==> src/rtl/wbs_spi_pkg.sv <==
// Shared definitions for the wbs_spi Wishbone SPI master: register map,
// STATUS/CTRL field positions and the transfer state type.
package wbs_spi_pkg;

    localparam logic [7:0] ADR_DATA   = 8'h00;
    localparam logic [7:0] ADR_STATUS = 8'h01;
    localparam logic [7:0] ADR_CTRL   = 8'h02;

    localparam int ST_BUSY     = 0;
    localparam int ST_RX_VALID = 1;
    localparam int ST_OVERRUN  = 2;

    localparam int CTRL_DIV_LSB = 0;
    localparam int CTRL_DIV_MSB = 7;
    localparam int CTRL_CS_EN   = 8;

    typedef enum logic {
        IDLE  = 1'b0,
        SHIFT = 1'b1
    } spi_state_e;

    function automatic logic [31:0] status_word(input logic busy,
                                                input logic rx_valid,
                                                input logic overrun);
        logic [31:0] w;
        w              = 32'd0;
        w[ST_BUSY]     = busy;
        w[ST_RX_VALID] = rx_valid;
        w[ST_OVERRUN]  = overrun;
        return w;
    endfunction

endpackage

==> src/rtl/spi_master_shift.sv <==
// SPI mode-0 byte engine: divider, 16-phase counter, shift registers and
// SCK/SDO generation. done pulses combinationally on the final phase edge.
module spi_master_shift
    import wbs_spi_pkg::*;
(
    input  logic       clk,
    input  logic       rst,
    input  logic       start,
    input  logic [7:0] tx_byte,
    input  logic [7:0] div,
    input  logic       sdi,
    output logic       busy,
    output logic       done,
    output logic [7:0] rx_byte,
    output logic       sck,
    output logic       sdo
);

    spi_state_e state_r, state_s;
    logic [7:0] div_r, div_s;
    logic [7:0] cnt_r, cnt_s;
    logic [3:0] phase_r, phase_s;
    logic [7:0] tx_r, tx_s;
    logic [7:0] rx_r, rx_s;
    logic       sck_r, sck_s;
    logic       sdo_r, sdo_s;
    logic       done_s;

    // Next-state and datapath update for the transfer engine.
    always_comb begin
        state_s = state_r;
        div_s   = div_r;
        cnt_s   = cnt_r;
        phase_s = phase_r;
        tx_s    = tx_r;
        rx_s    = rx_r;
        sck_s   = sck_r;
        sdo_s   = sdo_r;
        done_s  = 1'b0;
        case (state_r)
            IDLE: begin
                if (start) begin
                    state_s = SHIFT;
                    div_s   = div;
                    cnt_s   = 8'd0;
                    phase_s = 4'd0;
                    tx_s    = tx_byte;
                    sdo_s   = tx_byte[7];
                end else begin
                    state_s = IDLE;
                end
            end
            SHIFT: begin
                if (cnt_r == div_r) begin
                    cnt_s   = 8'd0;
                    phase_s = phase_r + 4'd1;
                    if (phase_r == 4'd15) begin
                        // Last phase ends on a falling edge with no further shift.
                        state_s = IDLE;
                        sck_s   = 1'b0;
                        done_s  = 1'b1;
                    end else if (!sck_r) begin
                        sck_s = 1'b1;
                        rx_s  = {rx_r[6:0], sdi};
                    end else begin
                        sck_s = 1'b0;
                        tx_s  = {tx_r[6:0], 1'b0};
                        sdo_s = tx_r[6];
                    end
                end else begin
                    cnt_s = cnt_r + 8'd1;
                end
            end
            default: begin
                state_s = IDLE;
                sck_s   = 1'b0;
            end
        endcase
    end

    // State and datapath registers.
    always_ff @(posedge clk) begin
        if (rst) begin
            state_r <= IDLE;
            div_r   <= 8'd0;
            cnt_r   <= 8'd0;
            phase_r <= 4'd0;
            tx_r    <= 8'd0;
            rx_r    <= 8'd0;
            sck_r   <= 1'b0;
            sdo_r   <= 1'b0;
        end else begin
            state_r <= state_s;
            div_r   <= div_s;
            cnt_r   <= cnt_s;
            phase_r <= phase_s;
            tx_r    <= tx_s;
            rx_r    <= rx_s;
            sck_r   <= sck_s;
            sdo_r   <= sdo_s;
        end
    end

    assign busy    = (state_r == SHIFT);
    assign done    = done_s;
    assign rx_byte = rx_r;
    assign sck     = sck_r;
    assign sdo     = sdo_r;

endmodule

==> src/rtl/wbs_spi.sv <==
// Wishbone B4 pipelined slave wrapping an SPI mode-0 master: bus decode,
// DATA/STATUS/CTRL registers and the rx_valid/overrun flags.
module wbs_spi
    import wbs_spi_pkg::*;
#(
    parameter logic [7:0] DIV_DEFAULT = 8'd3
) (
    input  logic        wbs_clk_i,
    input  logic        wbs_rst_i,
    input  logic        wbs_cyc_i,
    input  logic        wbs_stb_i,
    input  logic        wbs_we_i,
    input  logic [3:0]  wbs_sel_i,
    input  logic [7:0]  wbs_adr_i,
    input  logic [31:0] wbs_dat_i,
    output logic [31:0] wbs_dat_o,
    output logic        wbs_stall_o,
    output logic        wbs_ack_o,
    output logic        spi_sck,
    output logic        spi_csn,
    output logic        spi_sdo,
    input  logic        spi_sdi
);

    logic        stall_s, accept_s;
    logic        data_wr_s, start_s, ctrl_wr_s, data_rd_s, status_rd_s;
    logic        busy_s, done_s;
    logic [7:0]  rx_byte_s;
    logic [31:0] rd_data_s;
    logic        ack_r;
    logic [31:0] dat_r;
    logic [7:0]  div_r;
    logic        csn_r;
    logic [7:0]  rx_data_r;
    logic        rx_valid_r;
    logic        overrun_r;
    logic        unused_s;

    assign unused_s = ^{wbs_dat_i[31:9], wbs_sel_i[3:2]};

    // Only a DATA write can be held off, and only while a byte is in flight.
    assign stall_s     = wbs_cyc_i & wbs_stb_i & wbs_we_i & (wbs_adr_i == ADR_DATA) & busy_s;
    assign accept_s    = wbs_cyc_i & wbs_stb_i & ~stall_s;
    assign data_wr_s   = accept_s & wbs_we_i & (wbs_adr_i == ADR_DATA);
    assign start_s     = data_wr_s & wbs_sel_i[0];
    assign ctrl_wr_s   = accept_s & wbs_we_i & (wbs_adr_i == ADR_CTRL);
    assign data_rd_s   = accept_s & ~wbs_we_i & (wbs_adr_i == ADR_DATA);
    assign status_rd_s = accept_s & ~wbs_we_i & (wbs_adr_i == ADR_STATUS);

    spi_master_shift u_shift (
        .clk     (wbs_clk_i),
        .rst     (wbs_rst_i),
        .start   (start_s),
        .tx_byte (wbs_dat_i[7:0]),
        .div     (div_r),
        .sdi     (spi_sdi),
        .busy    (busy_s),
        .done    (done_s),
        .rx_byte (rx_byte_s),
        .sck     (spi_sck),
        .sdo     (spi_sdo)
    );

    // Read-data multiplexer for the register map.
    always_comb begin
        rd_data_s = 32'd0;
        case (wbs_adr_i)
            ADR_DATA:   rd_data_s = {24'd0, rx_data_r};
            ADR_STATUS: rd_data_s = status_word(busy_s, rx_valid_r, overrun_r);
            ADR_CTRL: begin
                rd_data_s[CTRL_DIV_MSB:CTRL_DIV_LSB] = div_r;
                rd_data_s[CTRL_CS_EN]                = ~csn_r;
            end
            default:    rd_data_s = 32'd0;
        endcase
    end

    // Bus response, control register and receive flags.
    always_ff @(posedge wbs_clk_i) begin
        if (wbs_rst_i) begin
            ack_r      <= 1'b0;
            dat_r      <= 32'd0;
            div_r      <= DIV_DEFAULT;
            csn_r      <= 1'b1;
            rx_data_r  <= 8'd0;
            rx_valid_r <= 1'b0;
            overrun_r  <= 1'b0;
        end else begin
            ack_r <= accept_s;
            dat_r <= (accept_s && !wbs_we_i) ? rd_data_s : 32'd0;
            if (ctrl_wr_s && wbs_sel_i[0]) begin
                div_r <= wbs_dat_i[CTRL_DIV_MSB:CTRL_DIV_LSB];
            end
            if (ctrl_wr_s && wbs_sel_i[1]) begin
                csn_r <= ~wbs_dat_i[CTRL_CS_EN];
            end
            if (done_s) begin
                rx_data_r <= rx_byte_s;
            end
            // Completion beats a same-cycle clearing read for both flags.
            if (done_s) begin
                rx_valid_r <= 1'b1;
            end else if (data_rd_s) begin
                rx_valid_r <= 1'b0;
            end
            if (done_s && rx_valid_r) begin
                overrun_r <= 1'b1;
            end else if (status_rd_s) begin
                overrun_r <= 1'b0;
            end
        end
    end

    assign wbs_ack_o   = ack_r;
    assign wbs_dat_o   = dat_r;
    assign wbs_stall_o = stall_s;
    assign spi_csn     = csn_r;

endmodule

==> config.mk <==
export PLATFORM = sky130hd
export DESIGN_NAME = wbs_spi
export DESIGN_NICKNAME = d
export VERILOG_FILES = /design/src/rtl/wbs_spi_pkg.sv /design/src/rtl/spi_master_shift.sv /design/src/rtl/wbs_spi.sv
export SDC_FILE = /design/constraint.sdc
export NUM_CORES = 1
export LEC_CHECK = 0
export ABC_AREA = 1
export CELL_PAD_IN_SITES_DETAIL_PLACEMENT = 0
export CELL_PAD_IN_SITES_GLOBAL_PLACEMENT = 2
export CORE_MARGIN = 2
export CORE_UTILIZATION = 28
export DETAILED_ROUTE_END_ITERATION = 16
export MAX_ROUTING_LAYER = met4
export PLACE_DENSITY_LB_ADDON = 0.1
export SLEW_MARGIN = 25
export SYNTH_ARGS = -nofsm -noshare
export SYNTH_HDL_FRONTEND = slang
export SYNTH_HIERARCHICAL = 1
export SYNTH_SLANG_ARGS = --single-unit
export TNS_END_PERCENT = 50
==> constraint.sdc <==
create_clock -name wbs_clk_i -period 3.9 [get_ports wbs_clk_i]
set_input_delay 0.78 -clock wbs_clk_i [delete_from_list [all_inputs] [get_ports wbs_clk_i]]
set_output_delay 0.78 -clock wbs_clk_i [all_outputs]
set_load 0.005 [all_outputs]
## After elaboration in Yosys (flattened, before gate mapping)

Index checks and enable logic that the tools add are counted.

| word-level totals | value |
|---|---|
| register bits after elaboration | 90 |
| word-level logic and storage cells | 90 |

| cells by class | value |
|---|---|
| add/sub/neg operators | 2 |
| equality and inequality tests | 8 |
| multiplexer cells | 30 |
| bitwise gates (word level) | 20 |
| reduce and logical (&&, ||, !) cells | 14 |

Operator list:

| kind | number |
|---|---|
| 7-bit two-way mux | 4 |
| 9-bit one-hot mux with 3 select lines | 1 |
| 1-bit two-way mux | 16 |
| 8-bit two-way mux | 2 |
| 8-bit one-hot mux with 2 select lines | 1 |
| 7-bit one-hot mux with 2 select lines | 1 |
| 1-bit bitwise AND | 12 |
| 8-bit by 1-bit adder with 8-bit output, second input constant | 1 |
| 8-bit by 1-bit == test with 1-bit output, second input constant | 1 |
| 8-bit by 2-bit == test with 1-bit output, second input constant | 1 |
| 8-bit == test | 1 |
| 8-bit zero test | 1 |
| 4-bit two-way mux | 2 |
| 2-bit inequality test, second input constant | 4 |
| 1-bit inverter | 8 |
| 4-bit one-hot mux with 2 select lines | 1 |
| 4-bit AND reduction | 2 |
| 2-bit AND reduction | 3 |
| 4-bit by 1-bit adder with 4-bit output, second input constant | 1 |
| 4-bit == test, second input constant | 1 |
| 1-bit logical AND | 4 |
| 1-bit one-hot mux with 2 select lines | 2 |
| 2-bit nonzero test | 2 |
| 2-bit OR reduction | 1 |
| 1-bit zero test | 1 |

## Logic depth before layout (Yosys ltp)

| depth | value |
|---|---|
| depth after elaboration | 11 |
| gate-level depth with buffers | 13 |
| gate-level depth less buffers | 13 |

## Hierarchy

Netlist, hierarchy kept.

By module, submodules not included:

| module | times used | cells each | area an instance (sq um) | sequential area each (sq um) |
|---|---|---|---|---|
| spi_master_shift | 1 | 261 | 1825.5 | 760.7 |
| wbs_spi | 1 | 199 | 1438.9 | 580.6 |

## Worst setup path after synthesis

No wires, ideal clock.

| timing path | value |
|---|---|
| path type | input-to-reg |
| from | in wbs_adr_i[7] |
| to | reg u_shift.div_r[0] |
| arrival time | 2.170 ns |
| setup slack | 1.610 ns |
| stages | 12 |
| cell sequence | nor2_1 -> nand2_2 -> nor2_4 -> buf_2 -> nand3_1 -> inv_1 -> inv_1 -> nor2_1 -> inv_1 -> buf_2 -> o21ai_0 -> a21oi_1 |

| on the way | value |
|---|---|
| cells in the longest elaborated chain, start to end | 9 |

RTL lines:

| item | line | text |
|---|---|---|
| start, declared | wbs_spi.sv:14 | `input logic [7:0] wbs_adr_i,` |
| 8-bit zero test * | wbs_spi.sv:42, wbs_spi.sv:44 |  |
| 1-bit bitwise AND (2 in series) | wbs_spi.sv:42 | `assign stall_s = wbs_cyc_i & wbs_stb_i & wbs_we_i & (wbs_adr_i == ADR_DATA) & busy_s;` |
| 1-bit inverter | wbs_spi.sv:43 | `assign accept_s = wbs_cyc_i & wbs_stb_i & ~stall_s;` |
| 1-bit bitwise AND | wbs_spi.sv:43 |  |
| 1-bit bitwise AND | wbs_spi.sv:44 | `assign data_wr_s = accept_s & wbs_we_i & (wbs_adr_i == ADR_DATA);` |
| 1-bit bitwise AND * | wbs_spi.sv:44 |  |
| 1-bit bitwise AND * | wbs_spi.sv:45 | `assign start_s = data_wr_s & wbs_sel_i[0];` |
| named net start_s | wbs_spi.sv:26 | `logic data_wr_s, start_s, ctrl_wr_s, data_rd_s, status_rd_s;` |
| 2-bit AND reduction (no source line) * | n/a |  |
| end signal, assigned | spi_master_shift.sv:94 | `div_r <= div_s;` |
| end, declared | spi_master_shift.sv:20 | `logic [7:0] div_r, div_s;` |

Mark *: on every way through the listed nets, which the timed path passes. The rest lies on a longest branch.
A chain may end at the register's enable or synchronous reset.

## Final worst setup path

| timing path | value |
|---|---|
| from | in wbs_adr_i[7] |
| to | out wbs_stall_o |

| on the way | value |
|---|---|
| cells in the longest elaborated chain, start to end | 3 |

RTL lines:

| item | line | text |
|---|---|---|
| 8-bit zero test | wbs_spi.sv:42 |  |
| 1-bit bitwise AND (2 in series) | wbs_spi.sv:42 |  |
| end, declared | wbs_spi.sv:17 | `output logic wbs_stall_o,` |

Every way passes these cells.

==> impl_metrics.yaml <==
status:
  status: "complete, no violations"
global_route:
  grt_pass1_vias: 2664
  grt_usage: 0.1402
  grt_max_degree: 25
  met3_usage: 0.03103
  use_met2: 0.2162
  antenna_found_initial: 0
  grt_pass1_wl_mm: 13.21
  busiest_layer: "met2"
  gr-total-overflow: 0
  grt_use_met1: 0.1730
floorplanning:
  core_area_um2: 11420
  start_util: 0.2859
  die_area_um2: 12540
  io_pins: 87
  die_w_um: 112.0
  die_h_um: 112.0
  rows: 39
timing:
  worst_slew_pin_slew_ns: 0.7348
  rsz0062_at_grt: "no"
  fmax_mhz: 302.5
  min_period_over_period: 0.8477
  setup_viol: 0
  period_minus_slack_ns: 3.306
  slew_viol_final: 0
  slew_headroom: 0.5096
  tns_ns: 0
  worst_slack_ns: 0.5939
  finalHoldViolations: 0
  fin_skew_ns: 0.007210
synth:
  yosysTopAreaCellShare: 0.4109
  yosys_warnings: 6
  synth.area.top_cells: "dfxtp_1, nand2_1, nor2_1"
  syn_area_um2: 3264
  synth_edf_count: 0
  synthCells: 460
  ys_ff_latch: 67
  yosys.area.top_type: "dfxtp_1"
  async_reset_ff_frac: 0
  yosysUniqueCellTypes: 35
  avgSynthCellArea_um2: 7.096
  yosys_most_used_dff: "dfxtp_1"
  ys_seq_area_frac: 0.4109
clock_tree:
  cts_tree: "built"
  htree_levels: 3
  numCtsBuffers: 9
  cts_resized: 0
  clock-sinks: 67
  clk_pin_slew_worst_paths_ns: 0.05
  clk_latency_ns: 0.34
  ctsHoldBuffers: 0
  cts_max_path_buffers: 2
  cts-root-buf: "clkbuf_16"
  cts_setup_buffers: 0
route:
  dr.pass1.iters: 6
  vias: 2801
  remaining_drc_errors: 0
  wl_per_cell_um: 12.45
  via_per_inst: 4.329
  drt_wl_total_mm: 8.058
  final_antenna_net_count: 0
  drt_iter0_drc: 133
setup_path:
  r2r_start: "u_shift/busy"
  crit_required_ns: 3.12
  path_max_fanout: 12
  crit_buf_inv: 3
  reg2reg_slack_ns: 1.68
  cp-start-kind: "input port"
  worstSetupPathType: "in2out"
  critPathSlowestCell: "clkdlybuf4s50_1"
  rr_endpoint: "u_shift/phase_r[2]"
  reg2reg_depth: 10
  cp_slowest_stage_delay_ns: 0.50
  crit_chain: "clkdlybuf4s50_1 -> nor2_1 -> nand2_2 -> nor2_4 -> nand2_2 -> inv_1 -> clkdlybuf4s50_1"
  cp_top_family: "buffers and inverters"
  critPathCaptureType: "primary output"
  crit_arrival_ns: 2.53
min_path:
  hold_depth: 2
  worstHoldPathType: "reg2reg"
  hold_start: "overrun_r"
  hold_end: "overrun_r"
pwr:
  ir_drop_mv: 0.2231
  total_power_uw: 1552
  leakage_uw: 0.001750
  p_per_area_nw_per_um2: 390.5
job:
  maxCapViolations: 0
layout:
  drive_above_1_share: 0.07341
  nets: 551
  utilization: 0.3480
  area_delta_synth_final_pct: 21.73
  antenna_cells: 0
placed_design:
  pre_cts_ws_ns: 0.5746
  place_congestion: 0.7155
  hpwl_mm: 5.928
  port_buffers: 38
-- metrics by stage --
step                cells  cell area (µm²)  hold WS [ns]
floorplan             482             3347        0.4343
finish                647             3974        0.4683
global placement      631             3685        0.4528
CTS                   647             3974        0.4682
global route          647             3974        0.4944
detailed placement    631             3685        0.4611
-- report_power, final --
| group | internal [µW] | switching [µW] |
|---|---|---|
| Clock | 512 | 292 |
| Combinational | 28.8 | 33.2 |
| Sequential | 685 | 0.208 |
| Total | 1230 | 325 |
-- how the worst max path moves through the flow --
stage,start,to,cells past startpoint
after detailed placement,wbs_adr_i[7],wbs_stall_o,7
final,wbs_adr_i[7],wbs_stall_o,7
after global placement,wbs_adr_i[5],wbs_stall_o,7
after floorplan,wbs_adr_i[7],u_shift/div_r[0],12
after global routing,wbs_adr_i[7],wbs_stall_o,7
after CTS,wbs_adr_i[7],wbs_stall_o,7
-- synth_stat cells, types with 2 or more instances --
master	n
nand2_1	95
nor2_1	89
dfxtp_1	67
inv_1	47
o21ai_0	38
buf_4	25
a21oi_1	21
nand3_1	18
nand2_2	6
nand4_1	6
o21ai_1	6
clkbuf_1	5
xnor2_1	5
nor2_4	4
buf_2	2
buf_6	2
ha_1	2
inv_2	2
nand3_4	2
nand3b_1	2
nor2_8	2
-- final cells by class --
cell class / count / area [µm²]
clock inverters: 2 / 35.03
flip-flops and latches: 67 / 1341
clock buffers: 14 / 254.0
fillers: 1299 / 7445
inverters: 51 / 193.9
repair buffers: 41 / 402.9
well taps: 143 / 178.9
multi-input cells: 329 / 1568
-- state kept, by name, indices dropped and copies added, names as in the netlist --
register and cells:
wbs_ack_o 1, u_shift/phase_r 4, div_r 8, rx_data_r 8, rx_valid_r 1, u_shift/tx_r 7, spi_csn 1, u_shift/busy 1
u_shift/sck 1, overrun_r 1, u_shift/cnt_r 8, wbs_dat_o 9, u_shift/rx_byte 8, u_shift/div_r 8, u_shift/sdo 1
-- routing by layer --
layer / vias to the layer above / routed length [µm] / part of all wire
met1: 1262 / 3934 / 0.49
li1: 1481 / - / -
met2: 47 / 3722 / 0.46
met3: 11 / 248 / 0.031
met5: - / 0 / 0
met4: 0 / 152 / 0.019
-- cells in the final DEF (no fill, tap or decap), types with 2 or more instances in the layout --
cell type / synthesis / layout
clkdlybuf4s50_1: 0 / 38
conb_1: 1 / 23
nand3_1: 18 / 18
nand4_1: 6 / 6
nor2_4: 4 / 4
inv_2: 2 / 2
clkbuf_16: 0 / 9
o21ai_1: 6 / 6
o21ai_0: 38 / 38
buf_4: 25 / 3
ha_1: 2 / 2
nand2_2: 6 / 6
nor2_1: 89 / 89
nand3b_1: 2 / 2
xnor2_1: 5 / 5
a21oi_1: 21 / 21
inv_1: 47 / 47
nand3_4: 2 / 2
nor2_8: 2 / 2
dfxtp_1: 67 / 67
clkbuf_1: 5 / 4
nand2_1: 95 / 95
-- worst reg2reg max path: stages, from the launching register on --
cell	delay [ns]
dfxtp_1	0.45
a21oi_1	0.43
nand3_1	0.13
inv_1	0.11
inv_1	0.04
nor2_1	0.26
inv_1	0.26
nand2_1	0.20
inv_1	0.10
nand2_1	0.08
a21oi_1	0.06
-- kinds of logic after synthesis --
kind of cell / Yosys count / share of synthesized area
other: 1 / 0.001149
buffers and inverters: 86 / 0.1342
DFF: 67 / 0.4109
xor gates and xnor gates: 6 / 0.01610
adders and majority gates: 2 / 0.007665
AOI/OAI and AO/OA: 69 / 0.1115
and+or+nand+nor: 229 / 0.3185
(Power assumes the default switching activity.)
